File: config.mk
export PLATFORM = sky130hd
export DESIGN_NAME = aes_block_loader_flat
export DESIGN_NICKNAME = d
export VERILOG_FILES = /design/src/rtl/aes_block_loader_if.sv /design/src/rtl/aes_block_loader.sv /design/src/flat_wrapper.sv
export SDC_FILE = /design/constraint.sdc
export NUM_CORES = 1
export LEC_CHECK = 0
export BUFFER_PORTS_ARGS = -buffer_cell sky130_fd_sc_hd__buf_2
export CAP_MARGIN = 20
export CORE_AREA = 2 2 267 269
export DETAILED_ROUTE_END_ITERATION = 10
export DIE_AREA = 0 0 269 271
export PLACE_DENSITY = 0.44
export SETUP_SLACK_MARGIN = 0.4
export SYNTH_ARGS = -nofsm -noshare
export SYNTH_HDL_FRONTEND = slang
export SYNTH_SLANG_ARGS = --single-unit
File: constraint.sdc
create_clock -name clk -period 2.4 [get_ports clk]
set_input_delay 0.12 -clock clk [delete_from_list [all_inputs] [get_ports clk]]
set_output_delay 0.12 -clock clk [all_outputs]
set_load 0.1 [all_outputs]
File: src/rtl/aes_block_loader_if.sv
// Signal bundle between aes_block_loader and its neighbours: plaintext word stream, key, AES core drive, ciphertext handshake.
// slave = the loader itself; master = upstream/downstream logic and the cipher core.
interface aes_block_loader_if #(
  parameter int NK = 4
);
  logic             in_valid;
  logic             in_ready;
  logic [31:0]      in_data;
  logic [NK*32-1:0] key_in;
  logic             cipher_reset;
  logic             cipher_enable;
  logic [127:0]     cipher_state_in;
  logic [NK*32-1:0] cipher_key;
  logic [127:0]     cipher_state_out;
  logic             out_valid;
  logic             out_ready;
  logic [127:0]     out_data;
  logic             busy;

  modport slave (
    input  in_valid, in_data, key_in, cipher_state_out, out_ready,
    output in_ready, cipher_reset, cipher_enable, cipher_state_in, cipher_key,
           out_valid, out_data, busy
  );

  modport master (
    output in_valid, in_data, key_in, cipher_state_out, out_ready,
    input  in_ready, cipher_reset, cipher_enable, cipher_state_in, cipher_key,
           out_valid, out_data, busy
  );
endinterface

File: src/rtl/aes_block_loader.sv
// Packs 4 plaintext words + key, runs the AES core for RUN_CYCLES, registers ciphertext (out_valid at 4th-word edge + RUN_CYCLES + 2).
// out_ready low stalls in DONE indefinitely; AES_LOADER_PREFETCH_EN adds a second block/key buffer so the next block fills meanwhile.
module aes_block_loader #(
  parameter int NK = 4
) (
  input logic               clk,
  input logic               reset,
  aes_block_loader_if.slave bus
);
  localparam int RUN_CYCLES = (NK + 7) * 4 + 4;
  localparam int RW         = $clog2(RUN_CYCLES + 1);

  typedef enum logic [2:0] {FILL, CLEAR, RUN, CAP, DONE} state_e;

  state_e           state_q, state_d;
  logic [1:0]       cnt_q, cnt_d;
  logic [127:0]     blk_q, blk_d;
  logic [NK*32-1:0] key_q, key_d;
  logic [RW-1:0]    run_q, run_d;
  logic [127:0]     out_data_q, out_data_d;
  logic             in_ready_q, in_ready_d;
  logic             cipher_reset_q, cipher_reset_d;
  logic             cipher_enable_q, cipher_enable_d;
  logic             out_valid_q, out_valid_d;
  logic             busy_q, busy_d;
  logic             accept, last, hs;

`ifdef AES_LOADER_PREFETCH_EN
  // Words always assemble in fill_q; blk_q/key_q only change when a block launches.
  logic [127:0]     fill_q, fill_d;
  logic [NK*32-1:0] pkey_q, pkey_d;
  logic             pend_q, pend_d;
`endif

  assign accept = bus.in_valid && in_ready_q;
  assign last   = accept && (cnt_q == 2'd3);
  assign hs     = (state_q == DONE) && out_valid_q && bus.out_ready;

  always_comb begin
    state_d    = state_q;
    cnt_d      = cnt_q;
    blk_d      = blk_q;
    key_d      = key_q;
    run_d      = run_q;
    out_data_d = out_data_q;
`ifdef AES_LOADER_PREFETCH_EN
    fill_d     = fill_q;
    pkey_d     = pkey_q;
    pend_d     = pend_q;
    if (accept) begin
      fill_d = {fill_q[95:0], bus.in_data};
      cnt_d  = cnt_q + 2'd1;
    end
`else
    if (accept) begin
      blk_d = {blk_q[95:0], bus.in_data};
      cnt_d = cnt_q + 2'd1;
      if (last) key_d = bus.key_in;
    end
`endif

    case (state_q)
      FILL:  if (last) state_d = CLEAR;
      CLEAR: begin
        state_d = RUN;
        run_d   = RW'(RUN_CYCLES);
      end
      RUN: begin
        run_d = run_q - RW'(1);
        if (run_q == RW'(1)) state_d = CAP;
      end
      CAP: begin
        out_data_d = bus.cipher_state_out;
        state_d    = DONE;
      end
      DONE:    if (hs) state_d = FILL;
      default: state_d = FILL;
    endcase

`ifdef AES_LOADER_PREFETCH_EN
    // A buffered block launches on the handshake; a block completing in FILL or on the handshake launches directly.
    if (hs && pend_q) begin
      blk_d   = fill_q;
      key_d   = pkey_q;
      pend_d  = 1'b0;
      state_d = CLEAR;
    end else if (last && ((state_q == FILL) || hs)) begin
      blk_d   = fill_d;
      key_d   = bus.key_in;
      state_d = CLEAR;
    end else if (last) begin
      pkey_d = bus.key_in;
      pend_d = 1'b1;
    end
    in_ready_d = !pend_d;
`else
    in_ready_d = (state_d == FILL);
`endif

    cipher_reset_d  = (state_d == CLEAR);
    cipher_enable_d = (state_d == RUN);
    out_valid_d     = (state_d == DONE);
    busy_d          = (state_d != FILL);
  end

  always_ff @(posedge clk or negedge reset) begin
    if (!reset) begin
      state_q         <= FILL;
      cnt_q           <= 2'd0;
      blk_q           <= '0;
      key_q           <= '0;
      run_q           <= '0;
      out_data_q      <= '0;
      in_ready_q      <= 1'b1;
      cipher_reset_q  <= 1'b1;
      cipher_enable_q <= 1'b0;
      out_valid_q     <= 1'b0;
      busy_q          <= 1'b0;
`ifdef AES_LOADER_PREFETCH_EN
      fill_q          <= '0;
      pkey_q          <= '0;
      pend_q          <= 1'b0;
`endif
    end else begin
      state_q         <= state_d;
      cnt_q           <= cnt_d;
      blk_q           <= blk_d;
      key_q           <= key_d;
      run_q           <= run_d;
      out_data_q      <= out_data_d;
      in_ready_q      <= in_ready_d;
      cipher_reset_q  <= cipher_reset_d;
      cipher_enable_q <= cipher_enable_d;
      out_valid_q     <= out_valid_d;
      busy_q          <= busy_d;
`ifdef AES_LOADER_PREFETCH_EN
      fill_q          <= fill_d;
      pkey_q          <= pkey_d;
      pend_q          <= pend_d;
`endif
    end
  end

  assign bus.in_ready        = in_ready_q;
  assign bus.cipher_reset    = cipher_reset_q;
  assign bus.cipher_enable   = cipher_enable_q;
  assign bus.cipher_state_in = blk_q;
  assign bus.cipher_key      = key_q;
  assign bus.out_valid       = out_valid_q;
  assign bus.out_data        = out_data_q;
  assign bus.busy            = busy_q;
endmodule
File: src/flat_wrapper.sv
// flat-port wrapper written by rule: the top's interface ports become plain ports
module aes_block_loader_flat 
#(
  parameter int NK = 4
)
  (clk, reset, bus_in_valid, bus_in_data, bus_key_in, bus_cipher_state_out, bus_out_ready, bus_in_ready, bus_cipher_reset, bus_cipher_enable, bus_cipher_state_in, bus_cipher_key, bus_out_valid, bus_out_data, bus_busy);
  aes_block_loader_if #(.NK(NK)) bus_i ();
  input logic clk;
  input logic reset;
  input wire logic [$bits(bus_i.in_valid)-1:0] bus_in_valid;
  input wire logic [$bits(bus_i.in_data)-1:0] bus_in_data;
  input wire logic [$bits(bus_i.key_in)-1:0] bus_key_in;
  input wire logic [$bits(bus_i.cipher_state_out)-1:0] bus_cipher_state_out;
  input wire logic [$bits(bus_i.out_ready)-1:0] bus_out_ready;
  output wire logic [$bits(bus_i.in_ready)-1:0] bus_in_ready;
  output wire logic [$bits(bus_i.cipher_reset)-1:0] bus_cipher_reset;
  output wire logic [$bits(bus_i.cipher_enable)-1:0] bus_cipher_enable;
  output wire logic [$bits(bus_i.cipher_state_in)-1:0] bus_cipher_state_in;
  output wire logic [$bits(bus_i.cipher_key)-1:0] bus_cipher_key;
  output wire logic [$bits(bus_i.out_valid)-1:0] bus_out_valid;
  output wire logic [$bits(bus_i.out_data)-1:0] bus_out_data;
  output wire logic [$bits(bus_i.busy)-1:0] bus_busy;
  assign bus_i.in_valid = bus_in_valid;
  assign bus_i.in_data = bus_in_data;
  assign bus_i.key_in = bus_key_in;
  assign bus_i.cipher_state_out = bus_cipher_state_out;
  assign bus_i.out_ready = bus_out_ready;
  assign bus_in_ready = bus_i.in_ready;
  assign bus_cipher_reset = bus_i.cipher_reset;
  assign bus_cipher_enable = bus_i.cipher_enable;
  assign bus_cipher_state_in = bus_i.cipher_state_in;
  assign bus_cipher_key = bus_i.cipher_key;
  assign bus_out_valid = bus_i.out_valid;
  assign bus_out_data = bus_i.out_data;
  assign bus_busy = bus_i.busy;
  aes_block_loader #(.NK(NK)) u_core (.clk(clk), .reset(reset), .bus(bus_i));
endmodule
# ---- After elaboration in Yosys (flattened, before gate mapping)
# Index checks and enable logic that the tools add are counted.
dict set report op_classes {
  n_reduce_logical 9
  n_eq_ne 9
  addsub 2
  muxes 5
}
# op count
set ops {}
lappend ops {{3-bit one-hot mux with 5 select lines} 1}
lappend ops {{6-bit one-hot mux with 2 select lines} 1}
lappend ops {{3-bit by 2-bit == test with 1-bit output (second input constant)} 3}
lappend ops {{3-bit 2-to-1 mux} 3}
lappend ops {{3-bit by 1-bit == test with 1-bit output (second input constant)} 2}
lappend ops {{3-bit == test (second input constant)} 2}
lappend ops {{6-bit by 1-bit == test with 1-bit output (second input constant)} 1}
lappend ops {{3-bit logical NOT} 2}
lappend ops {{6-bit by 1-bit subtractor with 6-bit output (second input constant)} 1}
lappend ops {{1-bit logical AND} 4}
lappend ops {{3-bit nonzero test} 1}
lappend ops {{2-bit by 1-bit adder with 2-bit output (second input constant)} 1}
lappend ops {{2-bit == test (second input constant)} 1}
lappend ops {{2-bit AND reduction} 1}
lappend ops {{2-bit nonzero test} 1}
dict set report word_totals {
  wordCells 36
  regBits 400
  inputBits 292
}

# ---- Depth between registers and ports, before layout
dict set report depth {
  ltp_word 6
  depth_mapped 5
}

# ---- Worst setup path after synthesis
# Ideal clock, no wire load.
dict set report synth_path {
  path_type {register to register}
  start {register u_core.in_ready_q (netlist: u_core.bus.in_ready)}
  end {register u_core.key_q[100] (netlist: u_core.bus.cipher_key[100])}
  setup_time_ns 0.126
  required_ns 2.274
  period_less_slack_ns 1.825
  stages_incl_launch_ff 5
  slack_ns 0.575
  path_buffers 2
  arrival_time_ns 1.699
  cell_sequence {dfstp_2 > nand3_1 > buf_2 > buf_2 > mux2_2}
}
dict set report synth_via {
  elab_chain_cells 3
}
# item line
set synth_rtl {}
lappend synth_rtl {{start, declared} aes_block_loader.sv:21} ;# logic in_ready_q, in_ready_d;
lappend synth_rtl {{start signal, assigned} aes_block_loader.sv:131} ;# in_ready_q <= in_ready_d;
lappend synth_rtl {{1-bit logical AND (*)} aes_block_loader.sv:35} ;# assign accept = bus.in_valid && in_ready_q;
lappend synth_rtl {{1-bit logical AND} aes_block_loader.sv:36} ;# assign last = accept && (cnt_q == 2'd3);
lappend synth_rtl {{2-bit AND reduction (no source line) (*)} -}
lappend synth_rtl {{end signal, assigned} aes_block_loader.sv:128} ;# key_q <= key_d;
lappend synth_rtl {{end, declared} aes_block_loader.sv:18} ;# logic [NK*32-1:0] key_q, key_d;
# Every way passes the cells marked *; elsewhere a longest branch is shown, timed or not.
# A chain may end at the register's enable or synchronous reset.

# ---- Final worst setup path
dict set report layout_path {
  start {register u_core.state_q[0]}
  end {register u_core.out_data_q[102] (netlist: u_core.bus.out_data[102])}
}
dict set report layout_via {
  elab_chain_cells 1
}
# item line
set layout_rtl {}
lappend layout_rtl {{start, declared} aes_block_loader.sv:15} ;# state_e state_q, state_d;
lappend layout_rtl {{start signal, assigned} aes_block_loader.sv:125} ;# state_q <= state_d;
lappend layout_rtl {{3-bit by 2-bit == test with 1-bit output} aes_block_loader.sv:62} ;# case (state_q)
lappend layout_rtl {{end signal, assigned} aes_block_loader.sv:130} ;# out_data_q <= out_data_d;
lappend layout_rtl {{end, declared} aes_block_loader.sv:20} ;# logic [127:0] out_data_q, out_data_d;
# No other way between the ends.

==> results_dict.tcl <==
set metrics [dict create \
    syn_to_final_growth_pct 59.57 \
    cp_max_fo 44 \
    hold_buffers 291 \
    period_needed_ns 1.854 \
    chipWidth_um 269 \
    post_cts_buffers 0 \
    place_area_sq_mm 0.02011 \
    grt_pass1_wl_mm 72.96 \
    relSlewSlack_pct 52.11 \
    power_density_mw_per_mm2 621.7 \
    hpwlAfterDp_mm 34.25 \
    status "complete, no violations" \
    drv_cap 0 \
    synth_xor_area_share_pct 0.05659 \
    wl_met2_mm 25.65 \
    leakage_nw 14.04 \
    nFillCells 6860 \
    drt-total-wl_mm 48.01 \
    max_slew.worst_pin.slew_ns 0.7184 \
    final_cell_area_sq_mm 0.02470 \
    die_area_sq_mm 0.07290 \
    seqCellArea_sq_mm 0.01001 \
    avgSynthCellArea_sq_um 17.35 \
    initial_core_util_pct 22.18 \
    layout-drive-gt1-share_pct 61.23 \
    dr.first_iter.drc_count 338 \
    antenna_left 0 \
    critPathRequiredTime_ns 2.85 \
    vias 11270 \
    coreArea_sq_mm 0.06979 \
    max_freq_mhz 539.5 \
    arrival_ns 2.30 \
    topRoutingLayerUsed "met4" \
    clkSinkCount 400 \
    hold_class "in2async" \
    nets 2189 \
    avgViaCountPerCell 3.922 \
    route.met3.wl_mm 3.337 \
    synth_adder_area_share_pct 0.2425 \
    ys_ff_latch 400 \
    ios 681 \
    synth-simple-area-share_pct 1.075 \
    wire_per_inst_um 16.71 \
    numCtsBuffers 48 \
    overflow 0 \
    synth.distinct_cells 38 \
    synth_top_family_by_area "multiplexers" \
    htreeDepth 2 \
    fin_crit_sh_pct 77.23 \
    final_max_slew_viol_count 0 \
    synth_compound_area_share_pct 0.9701 \
    yosys_warnings 0 \
    first_pass_iters 4 \
    fin_worst_skew_ns 0.01067 \
    grt_pass1_vias 12560 \
    grt_usage_pct 12.79 \
    fin_util_pct 35.39 \
    multi_input_area_sq_mm 0.005146 \
    r2r_cells 3 \
    rsz0062_at_grt "false" \
    grt_max_degree 78 \
    cts_tree "built" \
    synth-main-ff-cell "dfrtp_1" \
    crit_path_end_kind "register" \
    cts_root_buf "clkbuf_16" \
    antenna_found_initial 1 \
    dieHeight_um 271 \
    synthArstFlopShare_pct 100.0 \
    ir_drop_mv 0.4355 \
    clock_path_buffers 3 \
    drt-met1-wl_mm 17.55 \
    place.gp.congestion 0.7739 \
    drc 0 \
    finalSetupTns_ns 0 \
    reg2reg_slack_ns 0.55 \
    path_class "reg2reg" \
    clk_pin_slew_worst_paths_ns 0.06 \
    cts_resized 0 \
    start_kind "register" \
    ys_seq_area_share_pct 64.69 \
    finalSetupViolations 0 \
    synth_area_sq_mm 0.01548 \
    final_hold_viol_count 0 \
    io_buffers 680 \
    clk_latency_ns 0.57 \
    synthCells 892 \
    row_count 97 \
    synth_mux_area_share_pct 30.75 \
    syn_nets 1187 \
    synth-edff-count 0 \
]
==> path summary, 6_finish.rpt <==
check | start | to
setup / recovery | u_core.state_q[0]$_DFF_PN0_ | u_core.bus.out_data[102]$_DFFE_PN0N_
hold / removal | reset | u_core.bus.cipher_state_in[76]$_DFFE_PN0P_
setup reg to reg | u_core.state_q[0]$_DFF_PN0_ | u_core.bus.out_data[102]$_DFFE_PN0N_
hold reg to reg | u_core.cnt_q[0]$_DFFE_PN0P_ | u_core.cnt_q[0]$_DFFE_PN0P_
max in group asynchronous | reset | u_core.bus.out_data[5]$_DFFE_PN0N_
min in group clk | bus_key_in[106] | u_core.bus.cipher_key[106]$_DFFE_PN0P_
==> layout by cell type (no fill, tap or decap), types with 7 or more instances in the layout <==
| cell | instances |
|---|---|
| mux2_2 | 276 |
| mux2_4 | 110 |
| buf_4 | 17 |
| clkinv_2 | 7 |
| clkbuf_1 | 9 |
| dlygate4sd3_1 | 291 |
| inv_1 | 8 |
| dfrtp_1 | 398 |
| clkbuf_16 | 49 |
| clkbuf_8 | 19 |
| buf_12 | 10 |
| buf_2 | 679 |
==> Yosys cell counts, types with 2 or more instances <==
| library cell | n | area share, % |
|---|---|---|
| and2_1 | 2 | 0.081 |
| o31a_1 | 2 | 0.11 |
| nor4_1 | 2 | 0.081 |
| nand2b_1 | 2 | 0.081 |
| mux2_2 | 276 | 20 |
| o22ai_1 | 2 | 0.081 |
| ha_1 | 3 | 0.24 |
| inv_1 | 8 | 0.19 |
| a21oi_1 | 5 | 0.16 |
| nand2_1 | 4 | 0.097 |
| nor3_1 | 3 | 0.097 |
| nor2_1 | 4 | 0.097 |
| nor2b_1 | 2 | 0.081 |
| dfstp_2 | 2 | 0.34 |
| buf_6 | 13 | 0.95 |
| dfrtp_1 | 398 | 64 |
| buf_2 | 31 | 1.0 |
| a22o_1 | 2 | 0.11 |
| or2_2 | 3 | 0.12 |
| mux2_4 | 110 | 11 |
==> critical path, stage by stage (launching register included) <==
cell	delay, ns
dfrtp_1	0.56
and3b_4	0.42
buf_12	0.34
mux2_2	0.38
==> stage by stage <==
step | setup WS (ns) | instances | hold slack (ns) | power (mW)
2_1_floorplan | 0.5754 | 892 | -0.1756 | 7.032
3_3_place_gp | 0.5728 | 2493 | 0.1853 | 7.447
3_5_place_dp | 0.5335 | 2493 | 0.1885 | 7.458
4_1_cts | 0.5092 | 2872 | 0.1611 | 15.68
5_1_grt | 0.4398 | 2873 | 0.2113 | 16.01
6_report | 0.5465 | 2873 | 0.1706 | 15.35
==> state kept, by name, indices dropped and copies added, names as in the netlist <==
signal,flops
u_core.bus.cipher_key,128
u_core.bus.cipher_state_in,128
u_core.state_q,3
u_core.bus.cipher_enable,1
u_core.bus.cipher_reset,1
u_core.cnt_q,2
u_core.bus.out_valid,1
u_core.bus.in_ready,1
u_core.bus.out_data,128
u_core.run_q,6
u_core.bus.busy,1
==> layer usage <==
layer / up-vias / GRT usage [%]
met5: - / 0
met4: 0 / 4.635
met3: 92 / 3.550
met2: 373 / 24.08
met1: 5638 / 13.35
li1: 5166 / -
==> area by class of cell <==
cell class | count | area share [%]
inverters | 8 | 0.1216
well taps | 940 | 4.762
repair buffers | 998 | 26.94
flip-flops and latches | 400 | 40.54
clock inverters | 11 | 0.6282
diodes | 1 | 0.01013
multi-input cells | 438 | 20.84
clock buffers | 77 | 6.160
==> cells by family (layout without fill, tap and decap cells) <==
family / after synthesis / count (layout)
DFF: 400 / 400
AOI/OAI and AO/OA: 20 / 20
buffers and inverters: 54 / 1094
muxes: 386 / 386
xor gates and xnor gates: 1 / 1
and+or+nand+nor: 28 / 28
other: 0 / 1
adders and majority gates: 3 / 3
==> where the power goes <==
part | internal (mW) | switching, mW | leakage (nW)
sequential | 6.76 | 0 | 5.61
combinational | 0.629 | 0.325 | 7.60
clock | 4.74 | 2.90 | 0.835
Power figures use the tool's default switching activity.
